**config.mk**
```make
export PLATFORM = sky130hd
export DESIGN_NAME = id_pipe
export DESIGN_NICKNAME = d
export VERILOG_FILES = /design/src/rtl/id_pipe_pkg.sv /design/src/rtl/id_fwd_mux.sv /design/src/rtl/id_pipe.sv
export SDC_FILE = /design/constraint.sdc
export NUM_CORES = 1
export LEC_CHECK = 0
export CELL_PAD_IN_SITES_DETAIL_PLACEMENT = 1
export CELL_PAD_IN_SITES_GLOBAL_PLACEMENT = 2
export CORE_MARGIN = 2
export CORE_UTILIZATION = 19
export CTS_BUF_LIST = sky130_fd_sc_hd__clkbuf_16
export DETAILED_ROUTE_END_ITERATION = 8
export HOLD_SLACK_MARGIN = 0.12
export PLACE_DENSITY_LB_ADDON = 0.1
export REMOVE_ABC_BUFFERS = 1
export SYNTH_ARGS = -nofsm -noshare
export SYNTH_HDL_FRONTEND = slang
export SYNTH_SLANG_ARGS = --single-unit
```
**constraint.sdc**
```tcl
create_clock -name clk -period 1.95 [get_ports clk]
set_input_delay 0.2925 -clock clk [delete_from_list [all_inputs] [get_ports clk]]
set_output_delay 0.2925 -clock clk [all_outputs]
set_load 0.02 [all_outputs]
```
**src/rtl/id_pipe_pkg.sv**
```systemverilog
// id_pipe_pkg: shared decode constants for the ID stage.
//   - MIPS opcode / SPECIAL funct codes for the supported subset
//   - aluop / alusel codes presented to EX
//   - NOP register address and the all-zero NOP instruction word
//   - id_ex_t: the ID/EX pipeline register layout, plus its bubble value
package id_pipe_pkg;

    // Primary opcodes
    localparam logic [5:0] OP_SPECIAL = 6'b000000;
    localparam logic [5:0] OP_ANDI    = 6'b001100;
    localparam logic [5:0] OP_ORI     = 6'b001101;
    localparam logic [5:0] OP_XORI    = 6'b001110;
    localparam logic [5:0] OP_LUI     = 6'b001111;
    localparam logic [5:0] OP_ADDIU   = 6'b001001;
    localparam logic [5:0] OP_LW      = 6'b100011;

    // SPECIAL funct codes
    localparam logic [5:0] FN_SLL  = 6'b000000;
    localparam logic [5:0] FN_SRL  = 6'b000010;
    localparam logic [5:0] FN_SRA  = 6'b000011;
    localparam logic [5:0] FN_ADDU = 6'b100001;
    localparam logic [5:0] FN_SUBU = 6'b100011;
    localparam logic [5:0] FN_AND  = 6'b100100;
    localparam logic [5:0] FN_OR   = 6'b100101;
    localparam logic [5:0] FN_XOR  = 6'b100110;
    localparam logic [5:0] FN_NOR  = 6'b100111;

    // ALU operation codes
    localparam logic [7:0] ALU_NOP   = 8'h00;
    localparam logic [7:0] ALU_SRL   = 8'h02;
    localparam logic [7:0] ALU_SRA   = 8'h03;
    localparam logic [7:0] ALU_ADDU  = 8'h21;
    localparam logic [7:0] ALU_SUBU  = 8'h23;
    localparam logic [7:0] ALU_AND   = 8'h24;
    localparam logic [7:0] ALU_OR    = 8'h25;
    localparam logic [7:0] ALU_XOR   = 8'h26;
    localparam logic [7:0] ALU_NOR   = 8'h27;
    localparam logic [7:0] ALU_ADDIU = 8'h56;
    localparam logic [7:0] ALU_SLL   = 8'h7C;
    localparam logic [7:0] ALU_LW    = 8'hE3;

    // ALU result-select codes
    localparam logic [2:0] SEL_NOP   = 3'b000;
    localparam logic [2:0] SEL_LOGIC = 3'b001;
    localparam logic [2:0] SEL_SHIFT = 3'b010;
    localparam logic [2:0] SEL_ARITH = 3'b100;
    localparam logic [2:0] SEL_LDST  = 3'b111;

    localparam logic [4:0]  NOP_REG  = 5'd0;
    localparam logic [31:0] INST_NOP = 32'h0000_0000;

    typedef struct packed {
        logic        valid;
        logic [31:0] pc;
        logic [7:0]  aluop;
        logic [2:0]  alusel;
        logic [31:0] reg1;
        logic [31:0] reg2;
        logic [4:0]  wd;
        logic        wreg;
        logic        is_load;
        logic        invalid;
    } id_ex_t;

    localparam id_ex_t ID_EX_BUBBLE = '{
        valid:   1'b0,
        pc:      '0,
        aluop:   ALU_NOP,
        alusel:  SEL_NOP,
        reg1:    '0,
        reg2:    '0,
        wd:      NOP_REG,
        wreg:    1'b0,
        is_load: 1'b0,
        invalid: 1'b0
    };

endpackage

```
**src/rtl/id_fwd_mux.sv**
```systemverilog
// id_fwd_mux: selects one ALU operand.
//   rd_en/addr      register read request for this operand
//   rf_data         register-file read data
//   imm             value used when no register is read (immediate / shamt)
//   ex_* / mem_*    in-flight results available for forwarding
//   data            selected operand
// EX is the younger producer, so it takes priority over MEM.
module id_fwd_mux
    import id_pipe_pkg::*;
#(
    parameter int FWD_EN = 1
) (
    input  logic        rd_en,
    input  logic [4:0]  addr,
    input  logic [31:0] rf_data,
    input  logic [31:0] imm,
    input  logic        ex_wreg,
    input  logic [4:0]  ex_wd,
    input  logic [31:0] ex_wdata,
    input  logic        mem_wreg,
    input  logic [4:0]  mem_wd,
    input  logic [31:0] mem_wdata,
    output logic [31:0] data
);

    always_comb begin
        data = imm;
        if (rd_en) begin
            if (addr == NOP_REG)
                data = '0;
            else if ((FWD_EN != 0) && ex_wreg && (ex_wd == addr))
                data = ex_wdata;
            else if ((FWD_EN != 0) && mem_wreg && (mem_wd == addr))
                data = mem_wdata;
            else
                data = rf_data;
        end
    end

endmodule

```
**src/rtl/id_pipe.sv**
```systemverilog
// id_pipe: instruction decode stage with operand forwarding, load-use
// hazard detection and the ID/EX pipeline register.
//   clk, rst                 clock, synchronous active-high reset
//   pc_i, inst_i, valid_i    instruction from IF/ID (valid_i=0 is a bubble)
//   reg{1,2}_read_o/addr_o   register-file read requests (combinational)
//   reg{1,2}_data_i          register-file read data (same cycle)
//   ex_* / mem_* inputs      in-flight results for forwarding / hazard check
//   stall_i, flush_i         downstream hold / squash
//   stallreq_o               request to freeze PC and IF/ID
//   ex_* outputs             registered decode result for EX
module id_pipe
    import id_pipe_pkg::*;
#(
    parameter int FWD_EN     = 1,
    parameter int LOADUSE_EN = 1
) (
    input  logic        clk,
    input  logic        rst,
    input  logic [31:0] pc_i,
    input  logic [31:0] inst_i,
    input  logic        valid_i,
    output logic        reg1_read_o,
    output logic        reg2_read_o,
    output logic [4:0]  reg1_addr_o,
    output logic [4:0]  reg2_addr_o,
    input  logic [31:0] reg1_data_i,
    input  logic [31:0] reg2_data_i,
    input  logic        ex_wreg_i,
    input  logic [4:0]  ex_wd_i,
    input  logic [31:0] ex_wdata_i,
    input  logic        ex_is_load_i,
    input  logic        mem_wreg_i,
    input  logic [4:0]  mem_wd_i,
    input  logic [31:0] mem_wdata_i,
    input  logic        stall_i,
    input  logic        flush_i,
    output logic        stallreq_o,
    output logic        ex_valid_o,
    output logic [31:0] ex_pc_o,
    output logic [7:0]  ex_aluop_o,
    output logic [2:0]  ex_alusel_o,
    output logic [31:0] ex_reg1_o,
    output logic [31:0] ex_reg2_o,
    output logic [4:0]  ex_wd_o,
    output logic        ex_wreg_o,
    output logic        ex_is_load_o,
    output logic        ex_invalid_o
);

    logic [5:0]  op, funct;
    logic [4:0]  rs, rt, rd, shamt;
    logic [15:0] imm16;

    assign op    = inst_i[31:26];
    assign rs    = inst_i[25:21];
    assign rt    = inst_i[20:16];
    assign rd    = inst_i[15:11];
    assign shamt = inst_i[10:6];
    assign funct = inst_i[5:0];
    assign imm16 = inst_i[15:0];

    logic        rd1, rd2;
    logic [31:0] imm1, imm2;
    logic [7:0]  aluop;
    logic [2:0]  alusel;
    logic [4:0]  wd;
    logic        wreg, is_load, invalid;

    // Decode. Anything not matched below falls through as an invalid NOP.
    always_comb begin
        rd1     = 1'b0;
        rd2     = 1'b0;
        imm1    = '0;
        imm2    = '0;
        aluop   = ALU_NOP;
        alusel  = SEL_NOP;
        wd      = NOP_REG;
        wreg    = 1'b0;
        is_load = 1'b0;
        invalid = 1'b1;
        case (op)
            OP_ORI, OP_ANDI, OP_XORI: begin
                rd1     = 1'b1;
                imm2    = {16'h0, imm16};
                aluop   = (op == OP_ORI)  ? ALU_OR  :
                          (op == OP_ANDI) ? ALU_AND : ALU_XOR;
                alusel  = SEL_LOGIC;
                wd      = rt;
                wreg    = 1'b1;
                invalid = 1'b0;
            end
            OP_ADDIU, OP_LW: begin
                rd1     = 1'b1;
                imm2    = {{16{imm16[15]}}, imm16};
                aluop   = (op == OP_LW) ? ALU_LW : ALU_ADDIU;
                alusel  = (op == OP_LW) ? SEL_LDST : SEL_ARITH;
                is_load = (op == OP_LW);
                wd      = rt;
                wreg    = 1'b1;
                invalid = 1'b0;
            end
            OP_LUI: begin
                imm2    = {imm16, 16'h0};
                aluop   = ALU_OR;
                alusel  = SEL_LOGIC;
                wd      = rt;
                wreg    = 1'b1;
                invalid = 1'b0;
            end
            OP_SPECIAL: begin
                if (inst_i == INST_NOP) begin
                    // canonical NOP (SLL $0,$0,0): valid but writes nothing
                    invalid = 1'b0;
                end else begin
                    case (funct)
                        FN_AND, FN_OR, FN_XOR, FN_NOR, FN_ADDU, FN_SUBU: begin
                            rd1     = 1'b1;
                            rd2     = 1'b1;
                            wd      = rd;
                            wreg    = 1'b1;
                            invalid = 1'b0;
                            case (funct)
                                FN_AND:  begin aluop = ALU_AND;  alusel = SEL_LOGIC; end
                                FN_OR:   begin aluop = ALU_OR;   alusel = SEL_LOGIC; end
                                FN_XOR:  begin aluop = ALU_XOR;  alusel = SEL_LOGIC; end
                                FN_NOR:  begin aluop = ALU_NOR;  alusel = SEL_LOGIC; end
                                FN_ADDU: begin aluop = ALU_ADDU; alusel = SEL_ARITH; end
                                default: begin aluop = ALU_SUBU; alusel = SEL_ARITH; end
                            endcase
                        end
                        FN_SLL, FN_SRL, FN_SRA: begin
                            rd2     = 1'b1;
                            imm1    = {27'h0, shamt};
                            aluop   = (funct == FN_SLL) ? ALU_SLL :
                                      (funct == FN_SRL) ? ALU_SRL : ALU_SRA;
                            alusel  = SEL_SHIFT;
                            wd      = rd;
                            wreg    = 1'b1;
                            invalid = 1'b0;
                        end
                        default: ;
                    endcase
                end
            end
            default: ;
        endcase
    end

    assign reg1_read_o = ~rst & rd1;
    assign reg2_read_o = ~rst & rd2;
    assign reg1_addr_o = rst ? NOP_REG : rs;
    assign reg2_addr_o = rst ? NOP_REG : rt;

    // A load in EX cannot forward until it reaches MEM, so a dependent
    // instruction must wait one cycle.
    logic hazard;
    assign hazard = ex_is_load_i && ex_wreg_i && (ex_wd_i != NOP_REG) &&
                    ((rd1 && (ex_wd_i == rs)) || (rd2 && (ex_wd_i == rt)));
    assign stallreq_o = (LOADUSE_EN != 0) && !rst && valid_i && hazard;

    logic [31:0] opnd1, opnd2;

    id_fwd_mux #(.FWD_EN(FWD_EN)) u_fwd1 (
        .rd_en(rd1), .addr(rs), .rf_data(reg1_data_i), .imm(imm1),
        .ex_wreg(ex_wreg_i), .ex_wd(ex_wd_i), .ex_wdata(ex_wdata_i),
        .mem_wreg(mem_wreg_i), .mem_wd(mem_wd_i), .mem_wdata(mem_wdata_i),
        .data(opnd1)
    );

    id_fwd_mux #(.FWD_EN(FWD_EN)) u_fwd2 (
        .rd_en(rd2), .addr(rt), .rf_data(reg2_data_i), .imm(imm2),
        .ex_wreg(ex_wreg_i), .ex_wd(ex_wd_i), .ex_wdata(ex_wdata_i),
        .mem_wreg(mem_wreg_i), .mem_wd(mem_wd_i), .mem_wdata(mem_wdata_i),
        .data(opnd2)
    );

    id_ex_t dec, q;

    assign dec = '{
        valid:   1'b1,
        pc:      pc_i,
        aluop:   aluop,
        alusel:  alusel,
        reg1:    opnd1,
        reg2:    opnd2,
        wd:      wd,
        wreg:    wreg,
        is_load: is_load,
        invalid: invalid
    };

    // stall_i holds everything, including over our own stall request.
    always_ff @(posedge clk) begin
        if (rst || flush_i)
            q <= ID_EX_BUBBLE;
        else if (stall_i)
            q <= q;
        else if (stallreq_o || !valid_i)
            q <= ID_EX_BUBBLE;
        else
            q <= dec;
    end

    assign ex_valid_o   = q.valid;
    assign ex_pc_o      = q.pc;
    assign ex_aluop_o   = q.aluop;
    assign ex_alusel_o  = q.alusel;
    assign ex_reg1_o    = q.reg1;
    assign ex_reg2_o    = q.reg2;
    assign ex_wd_o      = q.wd;
    assign ex_wreg_o    = q.wreg;
    assign ex_is_load_o = q.is_load;
    assign ex_invalid_o = q.invalid;

endmodule

```
* Yosys cells after proc, flatten, opt, wreduce, memory -nomap -nowiden
Cells that the tools add are included.
** Operators by class
- $add $sub $neg :: 0
- Multipliers :: 0
- Divide/modulo/power cells :: 0
- Order comparisons :: 0
- Eq/ne operators :: 18
- Shift-type cells :: 0
- Multiplexer cells :: 43
- Bitwise logic cells :: 3
- Reduce and logical (&&, ||, !) cells :: 31
** Operators by type and width (count)
- $mux 32 :: 8
- $mux 116 :: 1
- $pmux 32 s3 :: 1
- $eq 6x6->1 const B :: 7
- $mux 5 :: 7
- $logic_not 32->1 :: 1
- $pmux 8 s4 :: 1
- $eq 6x4->1 const B :: 5
- $eq 5x5->1 :: 4
- $pmux 3 s5 :: 1
- $mux 7 :: 2
- $pmux 7 s2 :: 1
- $eq 6x2->1 const B :: 2
- $logic_not 6->1 :: 2
- $reduce_or 6->1 :: 2
- $logic_and 1x1->1 :: 11
- $logic_not 5->1 :: 2
- $pmux 5 s2 :: 1
- $mux 1 :: 9
- $pmux 3 s3 :: 1
- $reduce_or 9->1 :: 1
- $mux 8 :: 1
- $reduce_or 4->1 :: 2
- $mux 2 :: 3
- other kinds (11) :: 19
** Storage, ports and cells
- Register bits after elaboration :: 116
- Latch bits :: 0
- RAM bits :: 0
- Bits in read-only memories :: 0
- Output and inout port bits :: 129
- Logic and storage cells :: 105
- Memories kept :: 0

* Depth between registers and ports, before layout
- Word-level depth :: 11
- Mapped depth :: 9
- Depth with buffers taken out :: 6

* Modules after synthesis
From an unflattened synthesis, not the netlist that was laid out.
** Second synthesis, totals
- Cells, all modules :: 974
- Area, all modules :: 7516.0 um2
** Modules (own cells, without submodules)
- id_pipe :: times used 1, cells an instance 656, area each 5276.3 um2, sequential area each 2302.2 um2
- id_fwd_mux :: times used 2, cells an instance 159, area each 1119.8 um2, sequential area each 0.0 um2

* Worst setup path after synthesis
OpenSTA, ideal clock, no wires.
- Path kind :: in2reg
- Start point :: input port inst_i[2]
- End point :: register q, in the netlist ex_reg2_o[1]
- Setup time :: 0.087 ns
- Data arrival time :: 1.992 ns
- Path slack :: -0.129 ns
- Stages on the path :: 9
- Path through :: buf_2 -> nor4_2 -> nand4_1 -> o21a_2 -> a311oi_4 -> nand2_1 -> buf_6 -> buf_6 -> a221oi_2
** On the way
- Word-level cells in the longest chain between the ends :: 11
- Elaborated cells on any way between the ends :: 26
** Ends and longest elaborated chain
- from (decl) :: RTL line id_pipe.sv:20 : input logic [31:0] inst_i,
- $eq 6x6->1 (tied with other cells) :: RTL line id_pipe.sv:115 : case (funct)
- $reduce_or 6->1 / $reduce_or 9->1 (equally long branches)
- $mux 1 :: RTL line id_pipe.sv:115
- $mux 1 :: RTL line id_pipe.sv:111 : if (inst_i == INST_NOP) begin
- $pmux 1 s2 / $mux 1 (equally long branches) :: RTL line id_pipe.sv:81 : case (op)
- $logic_and 1x1->1 :: RTL line id_pipe.sv:158 : ((rd1 && (ex_wd_i == rs)) || (rd2 && (ex_wd_i == rt)));
- $logic_or 1x1->1 :: RTL line id_pipe.sv:158
- $logic_and 1x1->1 :: RTL line id_pipe.sv:157 : assign hazard = ex_is_load_i && ex_wreg_i && (ex_wd_i != NOP_REG) &&
- $logic_and 1x1->1 :: RTL line id_pipe.sv:159 : assign stallreq_o = (LOADUSE_EN != 0) && !rst && valid_i && hazard;
- $logic_or 1x1->1 :: RTL line id_pipe.sv:198 : else if (stallreq_o || !valid_i)
- $mux 116 (*) :: RTL line id_pipe.sv:198
- to (signal assigned) :: RTL line id_pipe.sv:197 : q <= q;
- to (decl) :: RTL line id_pipe.sv:177 : id_ex_t dec, q;
Mark *: on every way between the ends. The rest lies on a longest branch, timed or not.
A chain may end at the register's enable or synchronous reset.

* Final worst setup path
- Start point :: input port inst_i[20]
- End point :: output port reg2_read_o
** On the way
- Word-level cells in the longest chain between the ends :: 4
** Ends and longest elaborated chain
- $logic_not 32->1 :: RTL line id_pipe.sv:111
- $mux 1 :: RTL line id_pipe.sv:111
- $mux 1 :: RTL line id_pipe.sv:81
- $and 1x1->1 :: RTL line id_pipe.sv:150 : assign reg2_read_o = ~rst & rd2;
- to (decl) :: RTL line id_pipe.sv:23 : output logic reg2_read_o,
Every way passes these cells.

==> impl_metrics.toml <==
[setup_path]
crit_path_frequent_cell = "buf_4"
crit_family = "buffers and inverters"
crit_fanout = 2
critPathBufInv = 5
start_kind = "input pin"
slowest_delay_ns = 0.26
end_kind = "output port"
arrival_ns = 1.75
crit_chain = "buf_2 -> nor4_4 -> buf_4 -> nand4_1 -> buf_4 -> o211ai_1 -> buf_4 -> nor2_4 -> buf_6"
required_ns = 1.66
cp_slowest_cell = "nor4_4"
criticalPathCategory = "input pin to output port"

[detailed_routing]
antenna_left = 0
post_drt_wl_per_cell_um = 21.76
drt_wl_total_mm = 36.83
routed-via-count = 7947
drt-pass1-iter-count = 4
drc = 0
drt_iter0_drc = 309
vias_per_cell = 4.694

[synth]
yosys_most_used_dff = "dfxtp_1"
synth-compound-area-share_pct = 32.27
synthXorXnorAreaFrac_pct = 2.679
yosys.area_share.simple_pct = 19.81
synth_cell_types = 58
synth.most_common_cell = "nand2_1"
synthTopCellsByCount = "nand2_1 (153), dfxtp_1 (115), a22o_1 (61), nor2_1 (56), o21ai_0 (51)"
yosysTopAreaCell = "dfxtp_1"
synth_cells = 784
yosys-top-cells-area = "dfxtp_1 (35%), nand2_1 (8.8%), a22o_1 (8.2%)"
ys_ff_latch = 115
syn_avg_cell_area_um2 = 8.339
netlist.area_leader.share_pct = 35.22
synthMuxAreaShare_pct = 4.287
synth_top_family_by_area = "compound AO/OA/AOI/OAI gates"
syn_area_um2 = 6538
ys_seq_area_share_pct = 35.22
synthArstFlopShare_pct = 0
synth-edff-count = 0
ys_warn_count = 0
synthAdderAreaFrac_pct = 0

[power_and_ir_drop]
p_leak_nw = 4.776
peakVddDrop_uv = 535.0
report.power.total_mw = 7.112
p_per_area_nw_per_um2 = 548.8

[sta]
fmax_ghz = 0.4889
fin_ws_ns = -0.09523
final_min_period_over_clock_period_pct = 104.9
fin_crit_ns = 2.045
drv_slew = 0
fin_skew_ns = 0
hold_violations = 0
setup_viol = 55
rsz0062_at_grt = "true"
tightest_slew_ns = 0.4832
relSlewSlack_pct = 67.79

[cts]
cts_tree = "done"
cts_buffer_depth = 2
ctsHoldBuffers = 0
root_buffer = "clkbuf_16"
path_clk_slew_ns = 0.07
htree_num_levels = 4
cts-buffers-inserted = 17
cts.sinks = 115
insertion_delay_ns = 0.43

[final_layout]
area_growth_syn_to_layout_pct = 98.24
finalNetCount = 1442
n_fill_cell = 3837
postLayoutCellArea_um2 = 12960
stdcell_count = 1693
diodes = 0
drive_gt1_share_pct = 26.02

[placed_design]
place_hpwl_mm = 26.69
gp_congestion = 0.7933
place_inst = 1630
dpl_cell_area_um2 = 11380
port_buffers = 338

[grt]
grt_pass1_wl_mm = 54.04
grt_pass1_vias = 8478
grt_max_degree = 55
grt_use_total_pct = 20.10
antenna_found_initial = 2
grt.overflow.total = 0

[floorplanning]
dieArea_um2 = 35910
die_w_um = 189.5
initial_core_util_pct = 19.40
row_count = 67
io_pins = 339
core-area_um2 = 33700
die_height_um = 189.5

[job]
cap_violations = 0

[run_status]
run_status = "complete, but fails checks"
violations = "negative setup slack"

[worst_hold_path]
hold_class = "input pin to flip-flop"
[cells in the final DEF (no fill, tap or decap), types with 15 or more instances in the layout]
cell | netlist | layout
buf_12 | 0 | 23
a221oi_1 | 33 | 15
clkbuf_16 | 0 | 23
buf_4 | 5 | 118
o21ai_0 | 51 | 35
nand3_1 | 19 | 15
clkdlybuf4s50_1 | 0 | 283
nand2_1 | 153 | 151
a22o_1 | 61 | 61
a221oi_2 | 14 | 32
a21boi_0 | 17 | 16
dfxtp_1 | 115 | 115
buf_6 | 6 | 16
mux2i_1 | 28 | 28
a311o_1 | 32 | 32
nor2_1 | 56 | 50
[routing by layer]
metal / vias up / global-route usage, % / part of all wire [%]
met3: 36 / 5.283 / 6.0
met4: 4 / 5.307 / 1.6
met5: - / 0 / 0.062
li1: 3834 / - / -
met1: 3839 / 26.06 / 46
met2: 234 / 32.97 / 46
[flip-flops by register name, indices dropped and copies added (netlist names)]
| name | count |
|---|---|
| ex_pc_o | 32 |
| ex_reg1_o | 32 |
| ex_reg2_o | 32 |
| ex_aluop_o | 8 |
| ex_wd_o | 5 |
| ex_alusel_o | 3 |
| ex_invalid_o | 1 |
| ex_valid_o | 1 |
| ex_wreg_o | 1 |
[worst register-to-register path, delay by kind of cell (launching register included)]
kind | cells | cell delay (ns)
AO/OA/AOI/OAI | 2 | 0.40
flip-flops | 1 | 0.36
AND/OR/NAND/NOR | 1 | 0.09
[where the power goes]
group / switching (mW) / total (mW) / leakage, nW / internal (mW)
clock: 1.41 / 3.36 / 0.299 / 1.95
sequential: 0.0105 / 2.38 / 0.928 / 2.37
combinational: 0.611 / 1.38 / 3.55 / 0.766
[layout make-up]
type | count | area, µm² | share of cell area [%]
Clock buffer | 17 | 425.4 | 3.282
Clock inverter | 15 | 185.2 | 1.429
Inverter | 9 | 33.78 | 0.2607
Multi-Input combinational cell | 590 | 4357 | 33.62
Sequential cell | 115 | 2302 | 17.76
Tap cell | 448 | 560.5 | 4.325
Timing Repair Buffer | 499 | 5096 | 39.32
[cells by family after synthesis]
| kind of cell | count (synthesis) |
|---|---|
| AO/OA/AOI/OAI | 255 |
| AND/OR/NAND/NOR | 287 |
| multiplexers | 28 |
| flip-flops | 115 |
| buffers and inverters | 79 |
| XOR/XNOR | 20 |
[timing repair]
action,in CTS,in global routing
pin swaps,24,49
cloned,7,6
endpoints found under the setup margin,128,126
resized for setup,206,80
setup buffers,16,5
[per-stage QoR]
| stage | TNS, ns | setup slack [ns] | utilization, % | hold WS [ns] |
|---|---|---|---|---|
| 2_1_floorplan | -68.87 | -0.9280 | - | 0.4229 |
| 3_3_place_gp | -92.88 | -0.8843 | 33.78 | 0.4353 |
| 3_5_place_dp | -95.44 | -0.9283 | 33.78 | 0.4506 |
| 4_1_cts | -0.2928 | -0.08398 | 37.35 | 0.2971 |
| 5_1_grt | -8.362 | -0.1847 | 38.46 | 0.3002 |
| 6_report | -1.243 | -0.09523 | 38.46 | 0.2890 |
[path summary, 6_finish.rpt]
check / startpoint / to / slack [ns] / cells past startpoint
min: inst_i[15] / ex_wd_o[4] / 0.29 / 4
max: inst_i[20] / reg2_read_o / -0.1 / 9
min reg2reg: ex_wd_o[0] / ex_wd_o[0] / 0.46 / 2
max reg2reg: ex_reg2_o[8] / ex_reg2_o[8] / 1.02 / 3
Power figures use the tool's default switching activity.
